File: config.mk
export PLATFORM = sky130hd
export DESIGN_NAME = lif_post_neuron_flat
export DESIGN_NICKNAME = d
export VERILOG_FILES = /design/src/rtl/lif_post_neuron_if.sv /design/src/rtl/lif_post_neuron.sv /design/src/flat_wrapper.sv
export SDC_FILE = /design/constraint.sdc
export NUM_CORES = 1
export LEC_CHECK = 0
export ABC_CLOCK_PERIOD_IN_PS = 14900
export BUFFER_PORTS_ARGS = -buffer_cell sky130_fd_sc_hd__buf_2
export CORE_ASPECT_RATIO = 0.9
export CORE_MARGIN = 3
export CORE_UTILIZATION = 45
export DETAILED_ROUTE_END_ITERATION = 7
export GPL_TIMING_DRIVEN = 0
export PLACE_DENSITY_LB_ADDON = 0.05
export SLEW_MARGIN = 40
export SYNTH_ARGS = -nofsm -noshare
export SYNTH_HDL_FRONTEND = slang
export SYNTH_SLANG_ARGS = --single-unit
export TNS_END_PERCENT = 50
File: constraint.sdc
create_clock -name clk -period 14.9 [get_ports clk]
set_clock_uncertainty 0.15 [all_clocks]
set_input_delay 2.235 -clock clk [delete_from_list [all_inputs] [get_ports clk]]
set_output_delay 2.235 -clock clk [all_outputs]
set_load 0.01 [all_outputs]
File: src/rtl/lif_post_neuron_if.sv
// Bundle of neuron control, synapse-write and observation signals.
// Latency: none, wiring only.
// Backpressure: none; the master stalls the neuron through en.
interface lif_post_neuron_if #(
  parameter int NUM_PRE = 5,
  parameter int W_WIDTH = 8,
  parameter int V_WIDTH = 12
);
  logic               en;
  logic [NUM_PRE-1:0] pre_spike;
  logic               w_wr_en;
  logic [2:0]         w_wr_addr;
  logic [W_WIDTH-1:0] w_wr_data;
  logic [V_WIDTH-1:0] thresh;
  logic               post_spike;
  logic [V_WIDTH-1:0] v_mem;
  logic               refractory;
  logic [7:0]         spike_count;

  modport master (
    output en, pre_spike, w_wr_en, w_wr_addr, w_wr_data, thresh,
    input  post_spike, v_mem, refractory, spike_count
  );

  modport slave (
    input  en, pre_spike, w_wr_en, w_wr_addr, w_wr_data, thresh,
    output post_spike, v_mem, refractory, spike_count
  );
endinterface

File: src/rtl/lif_post_neuron.sv
// Leaky integrate-and-fire neuron; optional adaptive threshold under LIF_ADAPT_THRESH_EN.
// Latency: pre_spike sampled at edge N is reflected in v_mem/post_spike right after edge N.
// Backpressure: none; en=0 freezes neuron state and squashes post_spike, weight writes still land.
module lif_post_neuron #(
  parameter int NUM_PRE       = 5,
  parameter int W_WIDTH       = 8,
  parameter int V_WIDTH       = 12,
  parameter int LEAK_SHIFT    = 3,
  parameter int REFRAC_CYCLES = 4
) (
  input logic              clk,
  input logic              rst_n,
  lif_post_neuron_if.slave bus
);

  localparam int SUM_W = V_WIDTH + 3;
  localparam int TH_W  = V_WIDTH + 1;
  localparam int CNT_W = (REFRAC_CYCLES > 0) ? $clog2(REFRAC_CYCLES + 1) : 1;

  localparam logic [0:0] ST_INTEGRATE = 1'b0;
  localparam logic [0:0] ST_REFRAC    = 1'b1;

  localparam logic [V_WIDTH-1:0] V_MAX       = '1;
  localparam logic [CNT_W-1:0]   REFRAC_LOAD = CNT_W'(REFRAC_CYCLES);

  logic [W_WIDTH-1:0] weight [NUM_PRE];
  logic [0:0]         state;
  logic [CNT_W-1:0]   rcnt;
  logic [V_WIDTH-1:0] v_q;
  logic               post_q;
  logic               refr_q;
  logic [7:0]         cnt_q;

  logic [SUM_W-1:0]   syn_sum;
  logic [SUM_W-1:0]   v_sum;
  logic [V_WIDTH-1:0] v_leak;
  logic [V_WIDTH-1:0] v_next;
  logic [TH_W-1:0]    thresh_eff;
  logic               fire;

  // Sum the weights of every input spiking this cycle (pre-write weights).
  always_comb begin
    syn_sum = '0;
    for (int i = 0; i < NUM_PRE; i++) begin
      if (bus.pre_spike[i]) syn_sum = syn_sum + SUM_W'(weight[i]);
    end
  end

  // Shift leak, add synaptic input, clamp to the top of the potential range.
  always_comb begin
    v_leak = v_q - (v_q >> LEAK_SHIFT);
    v_sum  = SUM_W'(v_leak) + syn_sum;
    v_next = (v_sum > SUM_W'(V_MAX)) ? V_MAX : v_sum[V_WIDTH-1:0];
  end

`ifdef LIF_ADAPT_THRESH_EN
  logic [7:0] offset_q;

  assign thresh_eff = {1'b0, bus.thresh} + TH_W'(offset_q);

  // Fires raise the threshold by 16 (capped at 255); quiet enabled edges relax it by 1.
  always_ff @(posedge clk) begin
    if (!rst_n) begin
      offset_q <= 8'd0;
    end else if (bus.en) begin
      if (fire) offset_q <= (offset_q > 8'd239) ? 8'd255 : offset_q + 8'd16;
      else if (offset_q != 8'd0) offset_q <= offset_q - 8'd1;
    end
  end
`else
  assign thresh_eff = {1'b0, bus.thresh};
`endif

  // A fire can only happen while integrating; the compare is one bit wider than v.
  assign fire = (state == ST_INTEGRATE) && ({1'b0, v_next} >= thresh_eff);

  // Synapse weight table: writes ignore en and out-of-range addresses.
  always_ff @(posedge clk) begin
    if (!rst_n) begin
      for (int i = 0; i < NUM_PRE; i++) weight[i] <= '0;
    end else if (bus.w_wr_en && (int'(bus.w_wr_addr) < NUM_PRE)) begin
      weight[bus.w_wr_addr] <= bus.w_wr_data;
    end
  end

  // Integrate/fire/refractory state machine; en=0 holds everything but the fire pulse.
  always_ff @(posedge clk) begin
    if (!rst_n) begin
      state  <= ST_INTEGRATE;
      rcnt   <= '0;
      v_q    <= '0;
      post_q <= 1'b0;
      refr_q <= 1'b0;
      cnt_q  <= 8'd0;
    end else if (!bus.en) begin
      post_q <= 1'b0;
    end else if (state == ST_INTEGRATE) begin
      if (fire) begin
        post_q <= 1'b1;
        v_q    <= '0;
        cnt_q  <= cnt_q + 8'd1;
        if (REFRAC_CYCLES > 0) begin
          state  <= ST_REFRAC;
          rcnt   <= REFRAC_LOAD;
          refr_q <= 1'b1;
        end
      end else begin
        post_q <= 1'b0;
        v_q    <= v_next;
      end
    end else begin
      post_q <= 1'b0;
      v_q    <= '0;
      rcnt   <= rcnt - CNT_W'(1);
      if (rcnt <= CNT_W'(1)) begin
        state  <= ST_INTEGRATE;
        refr_q <= 1'b0;
      end
    end
  end

  assign bus.post_spike  = post_q;
  assign bus.v_mem       = v_q;
  assign bus.refractory  = refr_q;
  assign bus.spike_count = cnt_q;

endmodule
File: src/flat_wrapper.sv
// flat-port wrapper written by rule: the top's interface ports become plain ports
module lif_post_neuron_flat 
#(
  parameter int NUM_PRE       = 5,
  parameter int W_WIDTH       = 8,
  parameter int V_WIDTH       = 12,
  parameter int LEAK_SHIFT    = 3,
  parameter int REFRAC_CYCLES = 4
)
  (clk, rst_n, bus_en, bus_pre_spike, bus_w_wr_en, bus_w_wr_addr, bus_w_wr_data, bus_thresh, bus_post_spike, bus_v_mem, bus_refractory, bus_spike_count);
  lif_post_neuron_if #(.NUM_PRE(NUM_PRE), .W_WIDTH(W_WIDTH), .V_WIDTH(V_WIDTH)) bus_i ();
  input logic clk;
  input logic rst_n;
  input wire logic [$bits(bus_i.en)-1:0] bus_en;
  input wire logic [$bits(bus_i.pre_spike)-1:0] bus_pre_spike;
  input wire logic [$bits(bus_i.w_wr_en)-1:0] bus_w_wr_en;
  input wire logic [$bits(bus_i.w_wr_addr)-1:0] bus_w_wr_addr;
  input wire logic [$bits(bus_i.w_wr_data)-1:0] bus_w_wr_data;
  input wire logic [$bits(bus_i.thresh)-1:0] bus_thresh;
  output wire logic [$bits(bus_i.post_spike)-1:0] bus_post_spike;
  output wire logic [$bits(bus_i.v_mem)-1:0] bus_v_mem;
  output wire logic [$bits(bus_i.refractory)-1:0] bus_refractory;
  output wire logic [$bits(bus_i.spike_count)-1:0] bus_spike_count;
  assign bus_i.en = bus_en;
  assign bus_i.pre_spike = bus_pre_spike;
  assign bus_i.w_wr_en = bus_w_wr_en;
  assign bus_i.w_wr_addr = bus_w_wr_addr;
  assign bus_i.w_wr_data = bus_w_wr_data;
  assign bus_i.thresh = bus_thresh;
  assign bus_post_spike = bus_i.post_spike;
  assign bus_v_mem = bus_i.v_mem;
  assign bus_refractory = bus_i.refractory;
  assign bus_spike_count = bus_i.spike_count;
  lif_post_neuron #(.NUM_PRE(NUM_PRE), .W_WIDTH(W_WIDTH), .V_WIDTH(V_WIDTH), .LEAK_SHIFT(LEAK_SHIFT), .REFRAC_CYCLES(REFRAC_CYCLES)) u_core (.clk(clk), .rst_n(rst_n), .bus(bus_i));
endmodule
### Word level (Yosys, flattened, before mapping)

Memories as Yosys holds them, arrays and structs flattened.
Index checks and enable logic that the tools add are counted.

| word-level totals | value |
|---|---|
| memories | 1 |
| register bits | 26 |
| latch bits | 0 |
| ROM bits | 0 |
| input port bits | 32 |
| RAM bits | 40 |

Memories:

| memory | depth | bits a word | read ports | clocked after Yosys merged registers in | wr ports | line | text |
|---|---|---|---|---|---|---|---|
| u_core.weight | 5 | 8 | 5 | 0 | 5 | lif_post_neuron.sv:26 | `logic [W_WIDTH-1:0] weight [NUM_PRE];` |

| operators by class | value |
|---|---|
| $mul | 0 |
| order comparisons | 4 |
| reductions and logical operators | 8 |
| equal/unequal tests | 1 |
| mux-type cells | 23 |
| div/mod/pow operators | 0 |
| shifts and indexed selects | 0 |
| bitwise gates (word level) | 3 |
| $add $sub $neg | 8 |

Operators with widths:

| cell | count |
|---|---|
| $mux 15 | 4 |
| $add 15x8->15 | 3 |
| $mux 12 | 3 |
| $mux 8 | 2 |
| $add 12x15->15 | 1 |
| $gt 15x12->1 const B | 1 |
| $ge 12x12->1 | 1 |
| $sub 12x9->12 | 1 |
| $mux 1 | 11 |
| $add 8x8->9 | 1 |
| $mux 3 | 3 |
| $add 8x1->8 const B | 1 |
| $reduce_or 8->1 | 1 |
| $reduce_and 3->1 | 2 |
| $le 3x1->1 const B | 1 |
| $lt 3x3->1 const B | 1 |
| $not 1->1 | 3 |
| $reduce_or 3->1 | 1 |
| $sub 3x1->3 const B | 1 |
| $logic_and 1x1->1 | 2 |
| $ne 2x2->1 const B | 1 |
| $reduce_and 2->1 | 1 |
| $reduce_bool 2->1 | 1 |

### Logic depth before layout (Yosys ltp)

An unclocked memory read counts as a cell.

| depth | value |
|---|---|
| word-level depth | 17 |
| mapped depth | 45 |

### Worst setup path before layout

OpenSTA, ideal clock, no wires.

| timing | value |
|---|---|
| path kind | input -> register |
| start | input port bus_pre_spike[0] |
| end | register u_core.v_q[10], in the netlist u_core.bus.v_mem[10] |
| arrival | 10259 ps |
| path slack | 4431 ps |
| buffers on the path | 3 |
| cell stages on the path | 45 |
| required time | 14690 ps |
| cells stage by stage | buf_4 and2_1 ha_1 fa_1 maj3_1 nand2_1 nand2_1 xor2_1 mux2i_1 inv_1 ha_1 nand3_1 o211ai_1 xor2_1 nand2_1 nand2_1 ha_1 or3_1 [... 9 more ...] o31a_1 a211oi_1 ha_1 a21oi_1 o31ai_1 a311oi_1 buf_2 nor2b_1 ha_1 nand2b_1 a21o_1 a21o_1 a21oi_1 o211ai_1 nand2_1 and3_1 clkbuf_1 a22o_1 |

| between the ends | value |
|---|---|
| cells in the longest elaborated chain, start to end | 16 |

Ends and longest elaborated chain:

| item | line | text |
|---|---|---|
| from (decl) | flat_wrapper.sv:15 | `input wire logic [$bits(bus_i.pre_spike)-1:0] bus_pre_spike;` |
| $mux 8 (*) | lif_post_neuron.sv:45 | `if (bus.pre_spike[i]) syn_sum = syn_sum + SUM_W'(weight[i]);` |
| $add 8x8->9 | lif_post_neuron.sv:45 |  |
| $mux 15 (*) | lif_post_neuron.sv:45 |  |
| $add 15x8->15 | lif_post_neuron.sv:45 |  |
| $mux 15 (*) | lif_post_neuron.sv:45 |  |
| $add 15x8->15 | lif_post_neuron.sv:45 |  |
| $mux 15 (*) | lif_post_neuron.sv:45 |  |
| $add 15x8->15 | lif_post_neuron.sv:45 |  |
| $mux 15 (*) | lif_post_neuron.sv:45 |  |
| $add 12x15->15 (*) | lif_post_neuron.sv:52 | `v_sum = SUM_W'(v_leak) + syn_sum;` |
| $gt 15x12->1 | lif_post_neuron.sv:53 | `v_next = (v_sum > SUM_W'(V_MAX)) ? V_MAX : v_sum[V_WIDTH-1:0];` |
| $mux 12 (*) | lif_post_neuron.sv:53 |  |
| $ge 12x12->1 | lif_post_neuron.sv:75 | `assign fire = (state == ST_INTEGRATE) && ({1'b0, v_next} >= thresh_eff);` |
| $logic_and 1x1->1 | lif_post_neuron.sv:75 |  |
| $mux 12 (*) | lif_post_neuron.sv:98 | `if (fire) begin` |
| $mux 12 (*) | lif_post_neuron.sv:97 | `end else if (state == ST_INTEGRATE) begin` |
| to (signal assigned) | lif_post_neuron.sv:109 | `v_q <= v_next;` |
| to (decl) | lif_post_neuron.sv:29 | `logic [V_WIDTH-1:0] v_q;` |

Every way passes the cells marked *; elsewhere a longest branch is shown, timed or not.
A chain may end at the register's enable or synchronous reset.

### Worst setup path after layout

| timing | value |
|---|---|
| start | input port bus_pre_spike[0] |
| end | register u_core.v_q[6], in the netlist u_core.bus.v_mem[6] |

The elaborated chain is that of the path after synthesis.

==> impl_metrics.yaml <==
run_status:
  status: "completed"
floorplan:
  start_util: 0.469
  die_w_um: 125
  core_area_mm2: 0.0123
  die_area_mm2: 0.0142
  rows: 38
  io-pin-count: 54
  die_y_um: 113
timing:
  setup_viol_count_final: 0
  fmax_ghz: 0.0826
  slew_violations: 0
  timing.final.crit_share: 0.813
  period_needed_ps: 12110
  setup-tns-final_ps: 0
  rsz0062_at_grt: "false"
  slew_headroom: 0.456
  hold_violations: 0
  tightest_slew_ps: 813
setup_path:
  path_buf_inv: 5
  reg2reg_from: "u_core.weight[0][0]"
  slowest_stage: "a2111oi_1"
  crit_top_cell: "nand2_1"
  reg2reg_depth: 41
  required_ps: 15030
  arrival_ps: 12240
  cp_max_fo: 10
  r2r_slack_ps: 4590
  crit_type: "input pin to flip-flop"
  crit_family: "compound AO/OA/AOI/OAI gates"
  max_stage_delay_ps: 640
  startpoint_type: "input pin"
  worstSetupEndpointType: "flip-flop"
  r2r_end: "u_core.bus.v_mem[6]"
clocking:
  cts-buffers-inserted: 9
  clock_sinks: 66
  cts_setup_buffers: 0
  clk_latency_ps: 340
  cts-root-buf: "clkbuf_16"
  hold_buffers: 0
  cts_resized: 0
  cts_max_path_buffers: 2
  cts_tree: "built"
  clk_pin_slew_ps: 60
  htree_levels: 3
place:
  portBuffers: 51
  gp_congestion: 0.823
  dp.cells: 861
  dpl.hpwl_um: 10600
global_routing:
  grt_util_met1: 0.272
  grt_max_degree: 12
  overflow: 0
  grt_use_met2: 0.298
  grt.busiest_layer: "met2"
  antenna_found_initial: 0
  grt_pass1_wl_um: 22200
  grtUsageTotal: 0.192
  grtUsageMet3: 0.0431
  grt_pass1_vias: 4610
logic_synthesis:
  synth_area_mm2: 0.00577
  yosysSeqAreaShare: 0.298
  synth.most_common_cell: "ha_1"
  synthesis.nets: 757
  ys_seq_elements: 66
  yosys-top-cells-area: "edfxtp_1, ha_1, dfxtp_1"
  async_flop_share: 0
  synth-edff-count: 40
  syn_inst: 650
  ys_types: 69
  synth-main-ff-cell: "edfxtp_1"
  synthTopCellsByCount: "ha_1, nand2_1, inv_1, a21oi_1, and2_1"
  synth_top_area_share: 0.208
  ys_warn_count: 0
  avgSynthCellArea_um2: 8.88
  post-synth-top-area-cell: "edfxtp_1"
detailed_routing:
  dr.pass1.iters: 4
  antenna_left: 0
  drc: 0
  drtIter0Drc: 248
  vias: 4740
  wl_per_cell_um: 15.0
  viasPerCell: 5.40
  wirelength_um: 13100
final_layout:
  final_cells: 877
  drive_above_1_share: 0.135
  multi_input_area_mm2: 0.00382
  final_nets: 819
  areaGrowthSynthToFinish_pct: 13.4
  register_area_mm2: 0.00172
  fill_cells: 1173
  n_antenna_cell: 0
power:
  ir_drop_mv: 0.127
  p_per_area_mw_per_mm2: 226
  power.leakage_uw: 0.00290
min_path:
  hold_class: "flip-flop to flip-flop"
  hold_path_startpoint: "u_core.bus.v_mem[0]"
  hold_path_end: "u_core.bus.v_mem[0]"
  hold_depth: 2
flow_run:
  maxCapViolations: 0
[worst max-delay path by stage]
stage / from / endpoint / slack [ps] / depth (start not counted)
global placement: bus_pre_spike[0] / u_core.bus.v_mem[9] / 2580 / 43
finish: bus_pre_spike[0] / u_core.bus.v_mem[6] / 2790 / 43
detailed placement: bus_pre_spike[0] / u_core.bus.v_mem[3] / 2380 / 43
CTS: bus_pre_spike[0] / u_core.bus.v_mem[6] / 2680 / 43
floorplan: bus_pre_spike[0] / u_core.bus.v_mem[10] / 4430 / 45
global route: bus_pre_spike[0] / u_core.bus.v_mem[2] / 2170 / 43
[per-stage QoR]
| stage | setup WS [ps] | hold WS (ps) | total power (uW) | area [um2] | util |
|---|---|---|---|---|---|
| after global placement | 2580 | 319 | 1240 | 6230 | 0.506 |
| after detailed placement | 2380 | 325 | 1270 | 6230 | 0.506 |
| after CTS | 2680 | 336 | 1490 | 6520 | 0.530 |
| after floorplan | 4430 | 311 | 1040 | 5770 | - |
| final | 2790 | 330 | 1480 | 6540 | 0.531 |
| after global routing | 2170 | 355 | 1650 | 6540 | 0.531 |
[layer usage]
metal,wire [um],part of all wire
met2,5610,0.43
met5,0,0
met3,561,0.043
met1,6800,0.52
met4,161,0.012
[kinds of logic after synthesis]
| family | synth area share |
|---|---|
| multiplexers | 0.0323 |
| adder cells (fa/ha/maj) | 0.174 |
| XOR/XNOR | 0.0607 |
| AO/OA/AOI/OAI | 0.202 |
| other | 0.000650 |
| AND/OR/NAND/NOR | 0.188 |
| buffers and inverters | 0.0444 |
| flip-flops | 0.298 |
[flip-flops by register name, indices dropped and copies added, names as in the netlist]
signal	cells
u_core.bus.v_mem	12
u_core.bus.spike_count	8
u_core.state	1
u_core.weight	40
u_core.rcnt	3
u_core.bus.refractory	1
u_core.bus.post_spike	1
[cell usage in the layout, fill, tap and decap left out, drive strengths merged, types with 6 or more instances in the layout]
cell type,count
ha,69
nand2,54
inv,54
buf,53
a21oi,50
and2,46
edfxtp,40
nor2,33
o21ai,33
dfxtp,26
clkbuf,25
xnor2,22
a21o,18
xor2,18
nor2b,16
nand3,15
mux2,13
nand2b,11
a22o,11
o21a,10
or3,7
o211ai,7
fa,6
nor3,6
[layout make-up]
type | count | share of cell area
well taps | 160 | 0.0306
inverters | 53 | 0.0304
clock inverters | 3 | 0.00306
plain buffers | 14 | 0.00880
repair buffers | 51 | 0.0390
multi-input cells | 517 | 0.583
clock buffers | 13 | 0.0415
flip-flops and latches | 66 | 0.263
[worst min-delay path: stages (launching register included)]
cell     delay, ps
dfxtp_1        320
nand2_1         50
o21ai_0         70
[report_power, final]
group / switching (uW) / internal [uW] / total [uW] / leakage, uW
Sequential: 17.2 / 217 / 235 / 0.000595
Combinational: 588 / 449 / 1040 / 0.00216
Clock: 79.9 / 127 / 207 / 0.000145
Total: 685 / 794 / 1480 / 0.00290
No activity file was read; power rests on OpenSTA's default activity.
